===== src/rtl/braille_pkg.sv =====
// braille_pkg: shared widths, FSM state type and frame packing for the braille pin driver.
// Revision 1.0
`default_nettype none

package braille_pkg;

  localparam int CELL_W    = 8;
  localparam int NUM_CELLS = 4;
  localparam int FRAME_W   = CELL_W * NUM_CELLS;

  typedef enum logic [1:0] {
    IDLE   = 2'd0,
    SHIFT  = 2'd1,
    LATCH  = 2'd2,
    SETTLE = 2'd3
  } state_t;

  // Cell 4 occupies the top byte so its dot8 is the first bit on the wire.
  function automatic logic [FRAME_W-1:0] pack_frame(
    input logic [CELL_W-1:0] c1,
    input logic [CELL_W-1:0] c2,
    input logic [CELL_W-1:0] c3,
    input logic [CELL_W-1:0] c4
  );
    return {c4, c3, c2, c1};
  endfunction

endpackage

`default_nettype wire


===== src/rtl/braille_ser_shifter.sv =====
// braille_ser_shifter: MSB-first bit engine producing ser_data/ser_clk with a start/done handshake.
// Revision 1.0
`default_nettype none

module braille_ser_shifter
  import braille_pkg::*;
#(
  parameter int CLK_DIV = 4
) (
  input  logic               clk_i,
  input  logic               rst_ni,
  input  logic               start_i,
  input  logic [FRAME_W-1:0] word_i,
  output logic               ser_data_o,
  output logic               ser_clk_o,
  output logic               done_o
);

  localparam int          DIV_W    = $clog2(CLK_DIV + 1);
  localparam logic [4:0]  LAST_BIT = 5'(FRAME_W - 1);
  localparam logic [DIV_W-1:0] DIV_LAST = DIV_W'(CLK_DIV - 1);

  logic [FRAME_W-1:0] shreg_q, shreg_d;
  logic [4:0]         bit_cnt_q, bit_cnt_d;
  logic [DIV_W-1:0]   div_q, div_d;
  logic               active_q, active_d;
  logic               sclk_q, sclk_d;
  logic               phase_end;

  assign phase_end  = (div_q == DIV_LAST);
  assign ser_data_o = shreg_q[FRAME_W-1];
  assign ser_clk_o  = sclk_q;
  assign done_o     = active_q && sclk_q && phase_end && (bit_cnt_q == LAST_BIT);

  always_comb begin
    shreg_d   = shreg_q;
    bit_cnt_d = bit_cnt_q;
    div_d     = div_q;
    active_d  = active_q;
    sclk_d    = sclk_q;
    if (start_i) begin
      shreg_d   = word_i;
      bit_cnt_d = '0;
      div_d     = '0;
      active_d  = 1'b1;
      sclk_d    = 1'b0;
    end else if (active_q) begin
      if (!phase_end) begin
        div_d = div_q + 1'b1;
      end else begin
        div_d = '0;
        if (!sclk_q) begin
          sclk_d = 1'b1;
        end else begin
          sclk_d = 1'b0;
          // Clearing the shift register leaves ser_data low once the frame is out.
          if (bit_cnt_q == LAST_BIT) begin
            active_d = 1'b0;
            shreg_d  = '0;
          end else begin
            shreg_d   = {shreg_q[FRAME_W-2:0], 1'b0};
            bit_cnt_d = bit_cnt_q + 1'b1;
          end
        end
      end
    end
  end

  always_ff @(posedge clk_i) begin
    if (!rst_ni) begin
      shreg_q   <= '0;
      bit_cnt_q <= '0;
      div_q     <= '0;
      active_q  <= 1'b0;
      sclk_q    <= 1'b0;
    end else begin
      shreg_q   <= shreg_d;
      bit_cnt_q <= bit_cnt_d;
      div_q     <= div_d;
      active_q  <= active_d;
      sclk_q    <= sclk_d;
    end
  end

endmodule

`default_nettype wire


===== src/rtl/braille_pin_driver.sv =====
// braille_pin_driver: change/refresh-triggered serial frame sender with latch and settle timing.
// BLANK_ON_UPDATE_EN adds a 32-zero blank pass before each data pass. Revision 1.0
`default_nettype none

module braille_pin_driver
  import braille_pkg::*;
#(
  parameter int CLK_DIV       = 4,
  parameter int SETTLE_CYCLES = 1000
) (
  input  logic              clk,
  input  logic              reset,
  input  logic [CELL_W-1:0] reader1_out,
  input  logic [CELL_W-1:0] reader2_out,
  input  logic [CELL_W-1:0] reader3_out,
  input  logic [CELL_W-1:0] reader4_out,
  input  logic              refresh,
  output logic              ser_data,
  output logic              ser_clk,
  output logic              ser_latch,
  output logic              busy,
  output logic              frame_done
);

  localparam int DIV_W = $clog2(CLK_DIV + 1);
  localparam int SET_W = $clog2(SETTLE_CYCLES + 1);
  localparam logic [DIV_W-1:0] LAT_LAST = DIV_W'(CLK_DIV - 1);
  localparam logic [SET_W-1:0] SET_LOAD = SET_W'(SETTLE_CYCLES - 1);
`ifdef BLANK_ON_UPDATE_EN
  localparam logic BLANK_EN = 1'b1;
`else
  localparam logic BLANK_EN = 1'b0;
`endif

  state_t             state_q;
  logic [FRAME_W-1:0] shadow_q;
  logic               shadow_valid_q;
  logic               refresh_pending_q;
  logic               blank_q;
  logic               latch_q;
  logic               busy_q;
  logic               frame_done_q;
  logic [DIV_W-1:0]   lat_cnt_q;
  logic [SET_W-1:0]   set_cnt_q;

  logic [FRAME_W-1:0] word;
  logic [FRAME_W-1:0] shift_word;
  logic               trigger;
  logic               data_restart;
  logic               shift_start;
  logic               shift_done;

  assign word = pack_frame(reader1_out, reader2_out, reader3_out, reader4_out);

  assign trigger = (state_q == IDLE) &&
                   (!shadow_valid_q || (word != shadow_q) || refresh_pending_q || refresh);

  // After a blank pass the data pass is launched straight from the last settle cycle.
  assign data_restart = (state_q == SETTLE) && (set_cnt_q == '0) && blank_q;
  assign shift_start  = trigger || data_restart;
  assign shift_word   = trigger ? (BLANK_EN ? '0 : word) : shadow_q;

  braille_ser_shifter #(
    .CLK_DIV (CLK_DIV)
  ) u_shifter (
    .clk_i      (clk),
    .rst_ni     (reset),
    .start_i    (shift_start),
    .word_i     (shift_word),
    .ser_data_o (ser_data),
    .ser_clk_o  (ser_clk),
    .done_o     (shift_done)
  );

  always_ff @(posedge clk) begin
    if (!reset) begin
      state_q           <= IDLE;
      shadow_q          <= '0;
      shadow_valid_q    <= 1'b0;
      refresh_pending_q <= 1'b0;
      blank_q           <= 1'b0;
      latch_q           <= 1'b0;
      busy_q            <= 1'b0;
      frame_done_q      <= 1'b0;
      lat_cnt_q         <= '0;
      set_cnt_q         <= '0;
    end else begin
      frame_done_q <= 1'b0;
      if (refresh && (state_q != IDLE)) begin
        refresh_pending_q <= 1'b1;
      end
      case (state_q)
        IDLE: begin
          if (trigger) begin
            shadow_q          <= word;
            shadow_valid_q    <= 1'b1;
            refresh_pending_q <= 1'b0;
            blank_q           <= BLANK_EN;
            busy_q            <= 1'b1;
            state_q           <= SHIFT;
          end
        end
        SHIFT: begin
          if (shift_done) begin
            latch_q   <= 1'b1;
            lat_cnt_q <= '0;
            state_q   <= LATCH;
          end
        end
        LATCH: begin
          if (lat_cnt_q == LAT_LAST) begin
            latch_q   <= 1'b0;
            set_cnt_q <= SET_LOAD;
            state_q   <= SETTLE;
            if ((SETTLE_CYCLES == 1) && !blank_q) begin
              frame_done_q <= 1'b1;
            end
          end else begin
            lat_cnt_q <= lat_cnt_q + 1'b1;
          end
        end
        SETTLE: begin
          if (set_cnt_q == '0) begin
            if (blank_q) begin
              blank_q <= 1'b0;
              state_q <= SHIFT;
            end else begin
              busy_q  <= 1'b0;
              state_q <= IDLE;
            end
          end else begin
            set_cnt_q <= set_cnt_q - 1'b1;
            // frame_done is registered, so it is raised one cycle ahead of the last settle cycle.
            if ((set_cnt_q == SET_W'(1)) && !blank_q) begin
              frame_done_q <= 1'b1;
            end
          end
        end
        default: state_q <= IDLE;
      endcase
    end
  end

  assign ser_latch  = latch_q;
  assign busy       = busy_q;
  assign frame_done = frame_done_q;

endmodule

`default_nettype wire


===== config.mk =====
export PLATFORM = sky130hd
export DESIGN_NAME = braille_pin_driver
export DESIGN_NICKNAME = d
export VERILOG_FILES = /design/src/rtl/braille_pkg.sv /design/src/rtl/braille_ser_shifter.sv /design/src/rtl/braille_pin_driver.sv
export SDC_FILE = /design/constraint.sdc
export NUM_CORES = 1
export LEC_CHECK = 0
export CAP_MARGIN = 5
export CORE_AREA = 2 2 115 117
export CTS_CLUSTER_SIZE = 30
export DETAILED_ROUTE_END_ITERATION = 16
export DIE_AREA = 0 0 117 119
export PLACE_DENSITY = 0.57
export SYNTH_ARGS = -nofsm -noshare
export SYNTH_HDL_FRONTEND = slang
export SYNTH_SLANG_ARGS = --single-unit

===== constraint.sdc =====
create_clock -name clk -period 2.54 [get_ports clk]
set_input_delay 0.508 -clock clk [delete_from_list [all_inputs] [get_ports clk]]
set_output_delay 0.508 -clock clk [all_outputs]
set_load 0.01 [all_outputs]

=== After elaboration in Yosys (flattened, before gate mapping) ===
Index checks and enable logic that the tools add are counted.
W data, S select, Z words.

* Register bits after elaboration: 95
* Input port bits: 35
* Bits in read-only memories: 0
* Output and inout port bits: 5
* Logic and storage cells: 111
* Memories: 0
* Bits in latches: 0
* Bits in writable memories: 0

* Magnitude comparators: 0
* Mux-type cells: 39
* Bitwise logic cells: 3
* Div/mod/pow operators: 0
* Add/sub/neg operators: 4
* Equal/unequal tests: 15
* Reductions and logical operators: 35
* Shift-type cells: 0
* Multiply operators: 0

{| class="wikitable"
|+ Operators by type and width
! cell !! number
|-
| $mux W32 || 6
|-
| $ne A32 B32 Y1 || 1
|-
| $mux W10 || 2
|-
| $pmux W10 S2 || 1
|-
| $mux W1 || 18
|-
| $reduce_and A3 Y1 || 5
|-
| $reduce_bool A2 Y1 || 7
|-
| $ne A2 B2 Y1 const B || 6
|-
| $reduce_and A4 Y1 || 3
|-
| $eq A10 B1 Y1 const B || 1
|-
| $logic_not A10 Y1 || 1
|-
| $sub A10 B1 Y10 const B || 1
|-
| $mux W3 || 3
|-
| $logic_and A1 B1 Y1 || 8
|-
| $mux W2 || 4
|-
| $pmux W2 S4 || 1
|-
| $add A3 B1 Y3 const B || 2
|-
| $eq A3 B2 Y1 const B || 2
|-
| $pmux W1 S2 || 3
|-
| $pmux W3 S2 || 1
|-
| $add A5 B1 Y5 const B || 1
|-
| $eq A5 B5 Y1 const B || 1
|-
| $eq A2 B2 Y1 const B || 2
|-
| $logic_or A1 B1 Y1 || 4
|-
| other kinds (8) || 12
|}

=== Depth between registers and ports, before layout ===
* Depth after elaboration: 8
* Depth in mapped cells: 9
* Mapped depth without buffers: 8

=== Modules after synthesis ===
From an unflattened synthesis, not the netlist that was laid out.

* Cell total of the unflattened synthesis: 585
* Area total of the unflattened synthesis: 5251.3 sq um

{| class="wikitable"
|+ Modules (own cells, without submodules)
! module !! area an instance (sq um) !! sequential area each (sq um) !! times used !! cells an instance
|-
| braille_pin_driver || 3191.8 || 1041.0 || 1 || 346
|-
| braille_ser_shifter || 2059.5 || 840.8 || 1 || 239
|}

=== Worst setup path before layout ===
No wires, ideal clock.

* Kind: reg-to-reg
* Start point: reg lat_cnt_q[0]
* End point: reg set_cnt_q[8]
* Period minus slack after synthesis: 2147 ps
* Library setup time: 70 ps
* Setup slack: 393 ps
* Data arrival time: 2077 ps
* Path buffers: 1
* Required time: 2470 ps
* Stages on the path, launching flop included: 10
* Path through: dfxtp_1 ha_1 ha_1 clkbuf_1 mux2i_1 a311oi_2 nand2_1 or4_1 xor2_1 a21boi_1

* Longest elaborated chain between the ends: 3

{| class="wikitable"
|+ Ends and longest elaborated chain
! element !! RTL line !! source
|-
| from (decl) || braille_pin_driver.sv:43 || <nowiki>logic [DIV_W-1:0] lat_cnt_q;</nowiki>
|-
| from (signal assigned) || braille_pin_driver.sv:119 || <nowiki>lat_cnt_q <= lat_cnt_q + 1'b1;</nowiki>
|-
| $eq A3 B2 Y1 || braille_pin_driver.sv:111 || <nowiki>if (lat_cnt_q == LAT_LAST) begin</nowiki>
|-
| $ne A2 B2 Y1 (no source line) || - ||
|-
| $reduce_and A3 Y1 (no source line) || - ||
|-
| to (signal assigned) || braille_pin_driver.sv:132 || <nowiki>set_cnt_q <= set_cnt_q - 1'b1;</nowiki>
|-
| to (decl) || braille_pin_driver.sv:44 || <nowiki>logic [SET_W-1:0] set_cnt_q;</nowiki>
|}

Every way passes these cells.
A chain may end at the register's enable or synchronous reset.

=== Worst setup path in the final report ===
* Start point: in reader2_out[0]
* End point: reg shadow_q[25]

* Longest elaborated chain between the ends: 6

{| class="wikitable"
|+ Ends and longest elaborated chain
! element !! RTL line !! source
|-
| from (decl) || braille_pin_driver.sv:14 || <nowiki>input logic [CELL_W-1:0] reader2_out,</nowiki>
|-
| $ne A32 B32 Y1 || braille_pin_driver.sv:56 || <nowiki>(!shadow_valid_q || (word != shadow_q) || refresh_pending_q || refresh);</nowiki>
|-
| $logic_or A1 B1 Y1 (3 in a row) || braille_pin_driver.sv:56 ||
|-
| $logic_and A1 B1 Y1 || braille_pin_driver.sv:55 || <nowiki>assign trigger = (state_q == IDLE) &&</nowiki>
|-
| $mux W32 || - ||
|-
| to (signal assigned) || braille_pin_driver.sv:95 || <nowiki>shadow_q <= word;</nowiki>
|-
| to (decl) || braille_pin_driver.sv:36 || <nowiki>logic [FRAME_W-1:0] shadow_q;</nowiki>
|}

Every way passes these cells.

==> results_dict.tcl <==
set metrics [dict create \
    critPathLaunchType "input port" \
    combPwrFrac_pct 33.9 \
    io_pins 40 \
    grt_pass1_vias 3352 \
    skew_ns 0.00941 \
    grt_start_max_net_pins 70 \
    timing.critical_path.from "reader2_out[0]" \
    tightest_slew_ns 0.669 \
    worstSetupPathType "input port to flop" \
    slowest_stage "o41a_4" \
    hold_path_class "input port to flop" \
    period_minus_slack_ns 2.51 \
    fmax_mhz 399 \
    yosys_warnings 0 \
    syn_area_per_cell_sq_um 8.71 \
    required_ns 2.81 \
    drtAntennaViolNets 0 \
    synth-seq-area-share_pct 43.1 \
    synth_top_family_by_area "simple AND/OR/NAND/NOR gates" \
    power.share.switching_pct 33.8 \
    synth.largest_area_cell "dfxtp_1" \
    io_buffers 39 \
    setup_viol 0 \
    post_synth_xor_area_fraction_pct 8.43 \
    worstReg2RegEnd "set_cnt_q[8]" \
    die_width_um 117 \
    drv_slew 0 \
    intPower_w 0.00363 \
    layout_commonest_cell "nand2_1" \
    layout-drive-gt1-share_pct 13.8 \
    met3_length_um 325 \
    synth_edf_count 0 \
    wirelength_met1_um 4990 \
    drc_errors 0 \
    chipHeight_um 119 \
    synth_compound_area_share_pct 18.4 \
    cts_tree "yes" \
    synth.area.top_cells "dfxtp_1 43%, nand2_1 9.8%, o221ai_2 5.5%, xor2_1 5.4%, nand3_1 4.6%" \
    cts.sinks 94 \
    clkTransAtPathRegs_ns 0.06 \
    placed_area_sq_mm 0.00504 \
    htree_levels 3 \
    hpwl_um 7020 \
    status "finished, final reports clean" \
    worstSetupEndpoint "shadow_q[25]" \
    cts_root_buffer "clkbuf_16" \
    crit_chain "clkdlybuf4s50_1 > xor2_1 > nor4_2 > o2111ai_2 > o41a_4 > buf_12 > buf_4 > o21ai_0" \
    post_drt_via_cell_ratio 5.09 \
    ys_ff_latch 94 \
    place_ws_ns -0.452 \
    power_density_mw_per_mm2 988 \
    gp_congestion 0.778 \
    reg2reg_depth 8 \
    core_sq_mm 0.0129 \
    cp_num_buf_inv 3 \
    cts_buffers 9 \
    arrival_ns 2.77 \
    syn_inst 501 \
    synthArstFlopShare_pct 0 \
    routed_wl_um 10200 \
    dr_wl_met2_um 4710 \
    path_delay_family "compound AO/OA/AOI/OAI gates" \
    hold_violations 0 \
    crit_path_max_incr_delay_ns 0.58 \
    syn2layout_area_growth_pct 27.1 \
    crit_path_end_kind "flop" \
    p_leak_nw 2.05 \
    synth_nets 547 \
    clkPwrFrac_pct 27.4 \
    fin_nets 590 \
    top_layer "met4" \
    worst-path-max-fanout 11 \
    most-common-layout-cells "114 x nand2_1, 94 x dfxtp_1, 40 x nand3_1" \
    synth_cell_types 47 \
    cts_hold_buf 0 \
    vias 3693 \
    synth_top_area_share_pct 43.1 \
    grt_use_total_pct 15.1 \
    switchingPower_w 0.00185 \
    synth-simple-area-share_pct 21.4 \
    first_iter_violations 241 \
    synthAdderAreaFrac_pct 3.15 \
    syn_area_sq_mm 0.00437 \
    cp.depth 8 \
    ys.flop_type "dfxtp_1" \
    die_area_sq_mm 0.0139 \
    cap_violations 0 \
    rows 42 \
    period_share_pct 98.7 \
    synthMuxAreaShare_pct 0.974 \
    fin_area_sq_mm 0.00555 \
    timing.final.ws_setup_ns 0.0327 \
    r2r_start "lat_cnt_q[0]" \
    regToRegSetupSlack_ns 0.23 \
    start_util_pct 33.9 \
    grt_pass1_wl_um 16400 \
    grt_overflow 0 \
    slew_headroom_pct 55.4 \
    seq_power_share_pct 38.7 \
    antenna_found_initial 0 \
    ir_worst_vdd_uv 366 \
    wl_per_cell_um 14.1 \
    clock_latency_ns 0.35 \
    diodes 0 \
    clockBufferDepth 2 \
    dr.pass1.iters 4 \
]
==> worst min-delay path by stage <==
stage / endpoint / depth (start not counted) / slack (ns) / from
after floorplan: u_shifter.div_q[2] / 2 / 0.44 / u_shifter.div_q[2]
after global placement: shadow_q[27] / 2 / 0.45 / shadow_q[27]
after detailed placement: shadow_valid_q / 1 / 0.45 / shadow_valid_q
after CTS: u_shifter.active_q / 2 / 0.45 / reset
after global routing: u_shifter.active_q / 2 / 0.48 / reset
final: u_shifter.active_q / 2 / 0.46 / reset
==> power by group through the flow <==
stage	registers, W	logic, W	clock network, W
floorplan	0.00209	0.00117	0
global placement	0.00213	0.00162	0
detailed placement	0.00214	0.00166	0
CTS	0.00211	0.00169	0.00154
global route	0.00217	0.00206	0.00159
finish	0.00212	0.00186	0.00150
==> what timing repair did <==
action	CTS	global route
cloned	0	3
buffers inserted	0	2
gates resized for setup	2	16
pin swaps	0	4
endpoints found under the setup margin	63	66
==> sequential cells by signal, summed over array words and instances (netlist names), 2 cells and up <==
register and flops:
set_cnt_q 10, lat_cnt_q 3, u_shifter.shreg_q 32, shadow_q 32, u_shifter.div_q 3, state_q 2
u_shifter.bit_cnt_q 5
==> routing by layer <==
layer	track usage [%]	vias to the layer above
li1	-	1860
met1	21.4	1759
met2	22.5	59
met3	2.14	15
met4	6.84	0
met5	0	-
==> through the flow <==
step                cells  total power [W]  hold WS (ns)  util [%]  setup TNS, ns
floorplan             501          0.00325         0.440         -              0
global placement      704          0.00375         0.448      39.1         -24.04
detailed placement    704          0.00380         0.454      39.1         -29.92
CTS                   720          0.00534         0.447      41.9              0
global route          725          0.00581         0.475      43.1         -0.489
finish                725          0.00548         0.459      43.1              0
==> final cells by class <==
class / count / area (sq um)
Multi-Input combinational cell: 366 / 2390
Inverter: 8 / 30.0
Tap cell: 176 / 220
Timing Repair Buffer: 65 / 686
Sequential cell: 94 / 1880
Clock buffer: 12 / 256
Fill cell: 1233 / 7330
Clock inverter: 4 / 77.6
==> worst reg2reg max path: cells and delay by family, from the launching register on <==
kind	cells	cell delay (ns)
AOI/OAI and AO/OA	2	0.51
adders and majority gates	2	0.46
and+or+nand+nor	2	0.57
muxes	1	0.17
xor gates and xnor gates	1	0.16
DFF	1	0.37
==> synth_stat cells (7+ instances only) <==
cell      number
nor2_1        17
o21ai_0       33
dfxtp_1       94
clkbuf_1      18
nor4_1         7
ha_1          11
xnor2_1       15
o221ai_1      15
inv_1          8
nand3_1       40
xor2_1        27
a21oi_1        9
o221ai_2      16
nand2_1      114
buf_2          8
==> logic make-up after synthesis <==
family	Yosys count
AND/OR/NAND/NOR	207
AO/OA/AOI/OAI	101
flip-flops	94
XOR/XNOR	42
buffers and inverters	42
adder cells (fa/ha/maj)	11
multiplexers	4
(Power assumes the default switching activity.)
